$ cat src/rtl/axi4_lite_slave_write_ctrl_pkg.sv
// Shared AXI4-Lite write-path types: response codes and controller state encoding.
// No logic; types and constants only.
// Imported by the interface, the controller and its decoder.
package Axi4LiteGlobalsPkg;

  typedef logic [1:0] bresp_t;

  localparam bresp_t RESP_OKAY   = 2'b00;
  localparam bresp_t RESP_SLVERR = 2'b10;

  typedef enum logic [2:0] {
    ST_IDLE    = 3'd0,
    ST_WAIT_W  = 3'd1,
    ST_WAIT_AW = 3'd2,
    ST_WRITE   = 3'd3,
    ST_RESP    = 3'd4
  } wr_state_t;

  // Width of a word index for a register file of the given depth (at least 1 bit).
  function automatic int idx_width(input int reg_count);
    return (reg_count > 1) ? $clog2(reg_count) : 1;
  endfunction

endpackage

$ cat src/rtl/axi4_lite_slave_write_ctrl_if.sv
// AXI4-Lite write channels (AW, W, B) bundled for the write controller.
// Pure wiring, no latency.
// Backpressure is carried by the ready/valid pairs of each channel.
import Axi4LiteGlobalsPkg::*;

interface axi4_lite_slave_write_ctrl_if #(
  parameter int ADDR_WIDTH = 32,
  parameter int DATA_WIDTH = 32
);
  logic                    awvalid;
  logic                    awready;
  logic [ADDR_WIDTH-1:0]   awaddr;
  logic                    wvalid;
  logic                    wready;
  logic [DATA_WIDTH-1:0]   wdata;
  logic [DATA_WIDTH/8-1:0] wstrb;
  logic                    bvalid;
  logic                    bready;
  bresp_t                  bresp;

  modport master (
    output awvalid, awaddr, wvalid, wdata, wstrb, bready,
    input  awready, wready, bvalid, bresp
  );

  modport slave (
    input  awvalid, awaddr, wvalid, wdata, wstrb, bready,
    output awready, wready, bvalid, bresp
  );
endinterface

$ cat src/rtl/axi4_lite_slave_write_ctrl_addr_decode.sv
// Byte address to register-file word index, plus an in-range flag.
// Purely combinational, zero latency.
// No handshake; the caller decides when the result is consumed.
import Axi4LiteGlobalsPkg::*;

module axi4_lite_wr_addr_decode #(
  parameter int ADDR_WIDTH = 32,
  parameter int DATA_WIDTH = 32,
  parameter int REG_COUNT  = 16,
  localparam int IDX_W     = idx_width(REG_COUNT)
) (
  input  logic [ADDR_WIDTH-1:0] i_addr,
  output logic [IDX_W-1:0]      o_index,
  output logic                  o_in_range
);
  localparam int OFF_W = $clog2(DATA_WIDTH / 8);

  // Full-width word number: any set upper bit must push it out of range,
  // so the range test is done before truncating to the index width.
  logic [ADDR_WIDTH-1:0] w_word;

  assign w_word     = i_addr >> OFF_W;
  assign o_in_range = (w_word < ADDR_WIDTH'(REG_COUNT));
  assign o_index    = w_word[IDX_W-1:0];
endmodule

$ cat src/rtl/axi4_lite_slave_write_ctrl.sv
// AXI4-Lite slave write controller: takes AW and W in either order, writes one register word, answers on B.
// Last of AW/W handshake at edge N -> wr_en during cycle N+1 -> bvalid from cycle N+2.
// One transaction at a time; AW/W ready stay low from the write until the cycle after the B handshake.
// Optional feature macro: AXI4_LITE_SLAVE_WSTRB_EN (pass wstrb through to wr_strb; otherwise full-word writes).
import Axi4LiteGlobalsPkg::*;

module axi4_lite_slave_write_ctrl #(
  parameter int ADDR_WIDTH = 32,
  parameter int DATA_WIDTH = 32,
  parameter int REG_COUNT  = 16,
  localparam int STRB_W    = DATA_WIDTH / 8,
  localparam int IDX_W     = idx_width(REG_COUNT)
) (
  input  logic                   i_aclk,
  input  logic                   i_areset,
  axi4_lite_slave_write_ctrl_if.slave s_axi,
  output logic                   o_wr_en,
  output logic [IDX_W-1:0]       o_wr_addr,
  output logic [DATA_WIDTH-1:0]  o_wr_data,
  output logic [STRB_W-1:0]      o_wr_strb
);

  wr_state_t               r_state;
  wr_state_t               w_next;
  logic [ADDR_WIDTH-1:0]   r_addr;
  logic [DATA_WIDTH-1:0]   r_data;
`ifdef AXI4_LITE_SLAVE_WSTRB_EN
  logic [STRB_W-1:0]       r_strb;
`endif
  bresp_t                  r_bresp;

  logic                    w_aw_hs;
  logic                    w_w_hs;
  logic [IDX_W-1:0]        w_index;
  logic                    w_in_range;

  axi4_lite_wr_addr_decode #(
    .ADDR_WIDTH (ADDR_WIDTH),
    .DATA_WIDTH (DATA_WIDTH),
    .REG_COUNT  (REG_COUNT)
  ) u_decode (
    .i_addr     (r_addr),
    .o_index    (w_index),
    .o_in_range (w_in_range)
  );

  // Channel readies from state; forced low while reset is asserted.
  always_comb begin
    s_axi.awready = 1'b0;
    s_axi.wready  = 1'b0;
    if (!i_areset) begin
      s_axi.awready = (r_state == ST_IDLE) || (r_state == ST_WAIT_AW);
      s_axi.wready  = (r_state == ST_IDLE) || (r_state == ST_WAIT_W);
    end
  end

  assign w_aw_hs = s_axi.awvalid && s_axi.awready;
  assign w_w_hs  = s_axi.wvalid  && s_axi.wready;

  // Next-state: collect AW and W in any order, one write cycle, then wait for B accept.
  always_comb begin
    w_next = r_state;
    unique case (r_state)
      ST_IDLE: begin
        if (w_aw_hs && w_w_hs) w_next = ST_WRITE;
        else if (w_aw_hs)      w_next = ST_WAIT_W;
        else if (w_w_hs)       w_next = ST_WAIT_AW;
      end
      ST_WAIT_W:  if (w_w_hs)  w_next = ST_WRITE;
      ST_WAIT_AW: if (w_aw_hs) w_next = ST_WRITE;
      ST_WRITE:   w_next = ST_RESP;
      ST_RESP:    if (s_axi.bready) w_next = ST_IDLE;
      default:    w_next = ST_IDLE;
    endcase
  end

  // State register.
  always_ff @(posedge i_aclk) begin
    if (i_areset) r_state <= ST_IDLE;
    else          r_state <= w_next;
  end

  // Capture address/data on their handshakes; readies guarantee each is taken once per transaction.
  always_ff @(posedge i_aclk) begin
    if (i_areset) begin
      r_addr <= '0;
      r_data <= '0;
`ifdef AXI4_LITE_SLAVE_WSTRB_EN
      r_strb <= '0;
`endif
    end else begin
      if (w_aw_hs) r_addr <= s_axi.awaddr;
      if (w_w_hs) begin
        r_data <= s_axi.wdata;
`ifdef AXI4_LITE_SLAVE_WSTRB_EN
        r_strb <= s_axi.wstrb;
`endif
      end
    end
  end

  // Latch the response code in the write cycle so B stays stable however long bready is low.
  always_ff @(posedge i_aclk) begin
    if (i_areset)                   r_bresp <= RESP_OKAY;
    else if (r_state == ST_WRITE)   r_bresp <= w_in_range ? RESP_OKAY : RESP_SLVERR;
  end

  // Register-file port and B channel; everything idles at zero outside its own state.
  always_comb begin
    o_wr_en      = 1'b0;
    o_wr_addr    = '0;
    o_wr_data    = '0;
    o_wr_strb    = '0;
    s_axi.bvalid = (r_state == ST_RESP);
    s_axi.bresp  = (r_state == ST_RESP) ? r_bresp : RESP_OKAY;
    if (r_state == ST_WRITE) begin
      o_wr_en   = w_in_range && !i_areset;
      o_wr_addr = w_index;
      o_wr_data = r_data;
`ifdef AXI4_LITE_SLAVE_WSTRB_EN
      o_wr_strb = r_strb;
`else
      o_wr_strb = '1;
`endif
    end
  end

endmodule

$ cat src/flat_wrapper.sv
// flat-port wrapper written by rule: the top's interface ports become plain ports
module axi4_lite_slave_write_ctrl_flat 
#(
  parameter int ADDR_WIDTH = 32,
  parameter int DATA_WIDTH = 32,
  parameter int REG_COUNT  = 16,
  localparam int STRB_W    = DATA_WIDTH / 8,
  localparam int IDX_W     = idx_width(REG_COUNT)
)
  (i_aclk, i_areset, o_wr_en, o_wr_addr, o_wr_data, o_wr_strb, s_axi_awvalid, s_axi_awaddr, s_axi_wvalid, s_axi_wdata, s_axi_wstrb, s_axi_bready, s_axi_awready, s_axi_wready, s_axi_bvalid, s_axi_bresp);
  axi4_lite_slave_write_ctrl_if #(.ADDR_WIDTH(ADDR_WIDTH), .DATA_WIDTH(DATA_WIDTH)) s_axi_i ();
  input  logic i_aclk;
  input  logic i_areset;
  output logic o_wr_en;
  output logic [IDX_W-1:0] o_wr_addr;
  output logic [DATA_WIDTH-1:0] o_wr_data;
  output logic [STRB_W-1:0] o_wr_strb;
  input wire logic [$bits(s_axi_i.awvalid)-1:0] s_axi_awvalid;
  input wire logic [$bits(s_axi_i.awaddr)-1:0] s_axi_awaddr;
  input wire logic [$bits(s_axi_i.wvalid)-1:0] s_axi_wvalid;
  input wire logic [$bits(s_axi_i.wdata)-1:0] s_axi_wdata;
  input wire logic [$bits(s_axi_i.wstrb)-1:0] s_axi_wstrb;
  input wire logic [$bits(s_axi_i.bready)-1:0] s_axi_bready;
  output wire logic [$bits(s_axi_i.awready)-1:0] s_axi_awready;
  output wire logic [$bits(s_axi_i.wready)-1:0] s_axi_wready;
  output wire logic [$bits(s_axi_i.bvalid)-1:0] s_axi_bvalid;
  output wire logic [$bits(s_axi_i.bresp)-1:0] s_axi_bresp;
  assign s_axi_i.awvalid = s_axi_awvalid;
  assign s_axi_i.awaddr = s_axi_awaddr;
  assign s_axi_i.wvalid = s_axi_wvalid;
  assign s_axi_i.wdata = s_axi_wdata;
  assign s_axi_i.wstrb = s_axi_wstrb;
  assign s_axi_i.bready = s_axi_bready;
  assign s_axi_awready = s_axi_i.awready;
  assign s_axi_wready = s_axi_i.wready;
  assign s_axi_bvalid = s_axi_i.bvalid;
  assign s_axi_bresp = s_axi_i.bresp;
  axi4_lite_slave_write_ctrl #(.ADDR_WIDTH(ADDR_WIDTH), .DATA_WIDTH(DATA_WIDTH), .REG_COUNT(REG_COUNT)) u_core (.i_aclk(i_aclk), .i_areset(i_areset), .s_axi(s_axi_i), .o_wr_en(o_wr_en), .o_wr_addr(o_wr_addr), .o_wr_data(o_wr_data), .o_wr_strb(o_wr_strb));
endmodule
$ cat config.mk
export PLATFORM = sky130hd
export DESIGN_NAME = axi4_lite_slave_write_ctrl_flat
export DESIGN_NICKNAME = d
export VERILOG_FILES = /design/src/rtl/axi4_lite_slave_write_ctrl_pkg.sv /design/src/rtl/axi4_lite_slave_write_ctrl_if.sv /design/src/rtl/axi4_lite_slave_write_ctrl_addr_decode.sv /design/src/rtl/axi4_lite_slave_write_ctrl.sv /design/src/flat_wrapper.sv
export SDC_FILE = /design/constraint.sdc
export NUM_CORES = 1
export LEC_CHECK = 0
export CORE_MARGIN = 3
export CORE_UTILIZATION = 33
export DETAILED_ROUTE_END_ITERATION = 10
export PLACE_DENSITY = 0.76
export REMOVE_ABC_BUFFERS = 1
export SYNTH_ARGS = -nofsm -noshare
export SYNTH_HDL_FRONTEND = slang
export SYNTH_SLANG_ARGS = --single-unit
$ cat constraint.sdc
create_clock -name i_aclk -period 4.08 [get_ports i_aclk]
set_clock_uncertainty 0.2 [all_clocks]
set_input_delay 1.224 -clock i_aclk [delete_from_list [all_inputs] [get_ports i_aclk]]
set_output_delay 1.224 -clock i_aclk [all_outputs]
set_load 0.005 [all_outputs]
==> summary.log <==
[logic_synthesis] Async SR Flop Fraction 0%
[sta] setup tns final 0 ns
[detailed_routing] post-DR wirelength/cell 11.51 µm
[critical_path] Worst R2R Path Depth 3
[placement] gp weighted congestion 0.7454
[sta] Fin. Hold Viols 0
[power] net switching fraction of the power 25.29%
[global_routing] first-pass GRT wire length 10,740 µm
[logic_synthesis] mean instance size in the synthesized netlist 7.740 µm²
[clock_network] post-CTS sizing 0
[global_routing] vias in the first global route 2,425
[critical_path] sort of element at the start of the critical path input pin
[sta] slew at the pin closest to its max-slew limit 0.7779 ns
[logic_synthesis] Post-synth EDFFs 0
[placement] detailed-placement wirelength estimate 4584 µm
[clock_network] number of hold-repair buffers added at the cts stage 0
[logic_synthesis] Yosys top cell area share 48.78%
[global_routing] maximum number of pins on one net before global-route repair 66
[job] max-cap violations 0
[logic_synthesis] most frequent cells after synthesis sky130_fd_sc_hd__nand2_1 (124), sky130_fd_sc_hd__dfxtp_1 (66), sky130_fd_sc_hd__o21ai_0 (55)
[critical_path] Critical Path End o_wr_en
[logic_synthesis] gate count after technology mapping 350
[clock_network] level count of the clock H-tree 3
[sta] normalized max-slew margin 47.92%
[placement] number of port buffers 111
[power] part of the total power dissipated in combinational logic 15.6%
[logic_synthesis] most repeated cell in the gate-level netlist after synthesis sky130_fd_sc_hd__nand2_1
[sta] Period minus WS final 3.898 ns
[floorplanning] Core Rows 32
[floorplanning] effective utilization at floorplan 34.52%
[power] VDD IR max 0.1916 mV
[detailed_routing] detailed-route via count 2,519
[clock_network] clock tree from TritonCTS done
[critical_path] Worst setup EP type primary output
[logic_synthesis] Post-Syn Area 2709 µm²
[layout] NumNets Final 522
[layout] area of combinational cells with multiple inputs 1225 µm²
[critical_path] required time at the worst-slack endpoint 2.66 ns
[power] part of the total power dissipated in the clock network 31.0%
[floorplanning] core outline area 7848 µm²
[power] design internal power 1.047 mW
[sta] Finish-stage setup viols 0
[detailed_routing] Pre-antenna DRT Iters 4
[global_routing] antenna violations before repair 0
[logic_synthesis] count of unique library cells instantiated by Yosys 26
[floorplanning] boundary pin count 119
[clock_network] Num CTS Buffers 9
[global_routing] global-route usage over all layers 13.80%
[power] Switch Pwr 0.3543 mW
[detailed_routing] total wirelength of the detailed-routed design 6390 µm
[logic_synthesis] cell type with the highest aggregate area in the netlist sky130_fd_sc_hd__dfxtp_1
[critical_path] arrival time of the worst setup path 2.47 ns
[detailed_routing] Via-to-Cell Ratio 4.539
[logic_synthesis] cells taking the most area after synthesis sky130_fd_sc_hd__dfxtp_1 (49%), sky130_fd_sc_hd__nand2_1 (17%), sky130_fd_sc_hd__o21ai_0 (10%)
[clock_network] clock insertion delay at the later pin of the skew report 0.33 ns
[logic_synthesis] Synth Flop Type sky130_fd_sc_hd__dfxtp_1
[logic_synthesis] #FFs+latches synth 66
[sta] RSZ-0062 raised after global routing false
[floorplanning] die boundary width 96.60 µm
[floorplanning] Die Y-Extent 96.60 µm
[clock_network] Max clock buf depth 2
[power] P_leak 1.472 nW
[outcome] outcome completed
[logic_synthesis] yosys synthesis warning count 0
[sta] part of the cycle the worst path needs 95.55%
[layout] area grow syn2layout 48.13%
[global_routing] grt total ovfl 0
[power] part of the power in registers 53.4%
[critical_path] worst reg-to-reg setup slack 2.19 ns
[sta] total count of max-transition violations in the final report 0
[layout] fill cell total of the finished layout 792
[layout] number of diodes added for antenna fixing 0
[layout] non-filler cells, final 555
[critical_path] worst r2r dst u_core.r_addr[25]$_SDFFE_PP0P_
[detailed_routing] post-route DRC violation count 0
[power] Power per Cell Area 349.2 nW/µm²
[layout] combined flip-flop and latch cell area 1321 µm²
[critical_path] crit path kind input pin to primary output
[clock_network] root buffer cell sky130_fd_sc_hd__clkbuf_8
[clock_network] Clk pin slew, worst setup/hold paths 0.07 ns
[hold_path] worst min-delay path category flip-flop to flip-flop
[sta] maximum achievable frequency 0.2565 GHz
[logic_synthesis] fraction of the yosys area taken by sequential cells 48.78%
[critical_path] first element of the critical path i_areset
[detailed_routing] remaining antenna violation count 0
[detailed_routing] Initial DRC Count 70
[critical_path] maximum fanout count along the critical path 5
[placement] placed cell count 540
[critical_path] launch instance of the worst register-to-register path u_core.r_state[2]$_SDFFE_PP0P_
[layout] layout cells sized above 1 5.519%
[clock_network] Clock Sink Count 66
[clock_network] Post-CTS Setup Inserts 0
[floorplanning] Die Outline Area 9332 µm²
-- logic make-up (layout without fill, tap and decap cells) --
kind of cell / after synthesis / count (layout) / share of synthesized area, %
buffers and inverters: 32 / 135 / 6.328
other: 1 / 1 / 0.1384
flip-flops: 66 / 66 / 48.78
AND/OR/NAND/NOR: 183 / 183 / 31.64
AO/OA/AOI/OAI: 68 / 68 / 13.12
-- registers in the layout, indices dropped and copies added, names as in the netlist --
signal / count
u_core.r_bresp: 1
u_core.r_state: 3
u_core.r_addr: 30
u_core.r_data: 32
-- routing by layer --
layer  vias to the layer above  share of wire [%]  track usage (%)
li1                       1323                  -                -
met1                      1111                 44            14.96
met2                        76                 48            25.00
met3                         9                6.3            4.037
met4                         0                1.2            5.508
met5                         -                  0                0
-- stage by stage --
step	utilization, %	hold WS [ns]	cell area (µm²)	setup slack [ns]	power (mW)
3_3_place_gp	49.20	0.2323	3861	0.1993	0.9749
4_1_cts	51.13	0.2529	4013	0.1602	1.423
3_5_place_dp	49.20	0.2442	3861	0.1602	0.9841
2_1_floorplan	-	0.2238	2541	-0.1662	0.8531
5_1_grt	51.13	0.2671	4013	0.09346	1.484
6_report	51.13	0.2505	4013	0.1817	1.401
-- power by group through the flow --
stage | clock network [mW] | logic (mW) | registers, mW
CTS | 0.452 | 0.222 | 0.749
global placement | 0 | 0.216 | 0.759
floorplan | 0 | 0.101 | 0.752
global route | 0.481 | 0.247 | 0.757
finish | 0.435 | 0.218 | 0.748
detailed placement | 0 | 0.221 | 0.763
-- cell usage in the layout, fill, tap and decap left out --
master | Yosys | layout
sky130_fd_sc_hd__nand2_1 | 124 | 124
sky130_fd_sc_hd__clkdlybuf4s50_1 | 0 | 111
sky130_fd_sc_hd__dfxtp_1 | 66 | 66
sky130_fd_sc_hd__o21ai_0 | 55 | 55
sky130_fd_sc_hd__and2_1 | 37 | 37
sky130_fd_sc_hd__clkbuf_8 | 0 | 9
sky130_fd_sc_hd__o21ai_1 | 7 | 7
sky130_fd_sc_hd__buf_4 | 10 | 7
sky130_fd_sc_hd__nor4_1 | 6 | 6
sky130_fd_sc_hd__nor3_1 | 4 | 4
sky130_fd_sc_hd__nand2b_1 | 4 | 4
sky130_fd_sc_hd__clkinv_2 | 0 | 4
sky130_fd_sc_hd__nand4_1 | 2 | 2
sky130_fd_sc_hd__nor4b_4 | 1 | 2
sky130_fd_sc_hd__a211oi_1 | 2 | 2
sky130_fd_sc_hd__clkbuf_1 | 10 | 2
sky130_fd_sc_hd__and3b_1 | 1 | 1
sky130_fd_sc_hd__nor3b_1 | 1 | 1
sky130_fd_sc_hd__nor2_1 | 1 | 1
sky130_fd_sc_hd__inv_2 | 1 | 1
sky130_fd_sc_hd__o221a_2 | 1 | 1
sky130_fd_sc_hd__nor2b_1 | 1 | 1
sky130_fd_sc_hd__a21oi_1 | 1 | 1
sky130_fd_sc_hd__a31oi_1 | 1 | 1
sky130_fd_sc_hd__o21a_1 | 1 | 1
sky130_fd_sc_hd__conb_1 | 1 | 1
sky130_fd_sc_hd__buf_12 | 0 | 1
-- how the worst min path moves through the flow --
| stage | startpoint | to | slack, ns | cells past startpoint |
|---|---|---|---|---|
| finish | u_core.r_data[14]$_SDFFE_PP0P_ | u_core.r_data[14]$_SDFFE_PP0P_ | 0.25 | 2 |
| CTS | u_core.r_data[1]$_SDFFE_PP0P_ | u_core.r_data[1]$_SDFFE_PP0P_ | 0.25 | 2 |
| detailed placement | u_core.r_addr[18]$_SDFFE_PP0P_ | u_core.r_addr[18]$_SDFFE_PP0P_ | 0.24 | 2 |
| global route | u_core.r_addr[18]$_SDFFE_PP0P_ | u_core.r_addr[18]$_SDFFE_PP0P_ | 0.27 | 2 |
| global placement | u_core.r_data[1]$_SDFFE_PP0P_ | u_core.r_data[1]$_SDFFE_PP0P_ | 0.23 | 2 |
| floorplan | u_core.r_data[1]$_SDFFE_PP0P_ | u_core.r_data[1]$_SDFFE_PP0P_ | 0.22 | 2 |
-- cell type report --
class | count | share of cell area [%]
tap | 102 | 3.181
timing repair buffer | 119 | 29.50
inverter | 1 | 0.09355
sequential | 66 | 32.93
multi-input combinational | 252 | 30.53
clock inverter | 4 | 0.4989
clock buffer | 11 | 3.274
-- critical path: stages --
cell and delay (ns):
sky130_fd_sc_hd__clkdlybuf4s50_1 0.49, sky130_fd_sc_hd__nor3_1 0.23, sky130_fd_sc_hd__clkdlybuf4s50_1 0.53
(Power assumes the default switching activity.)
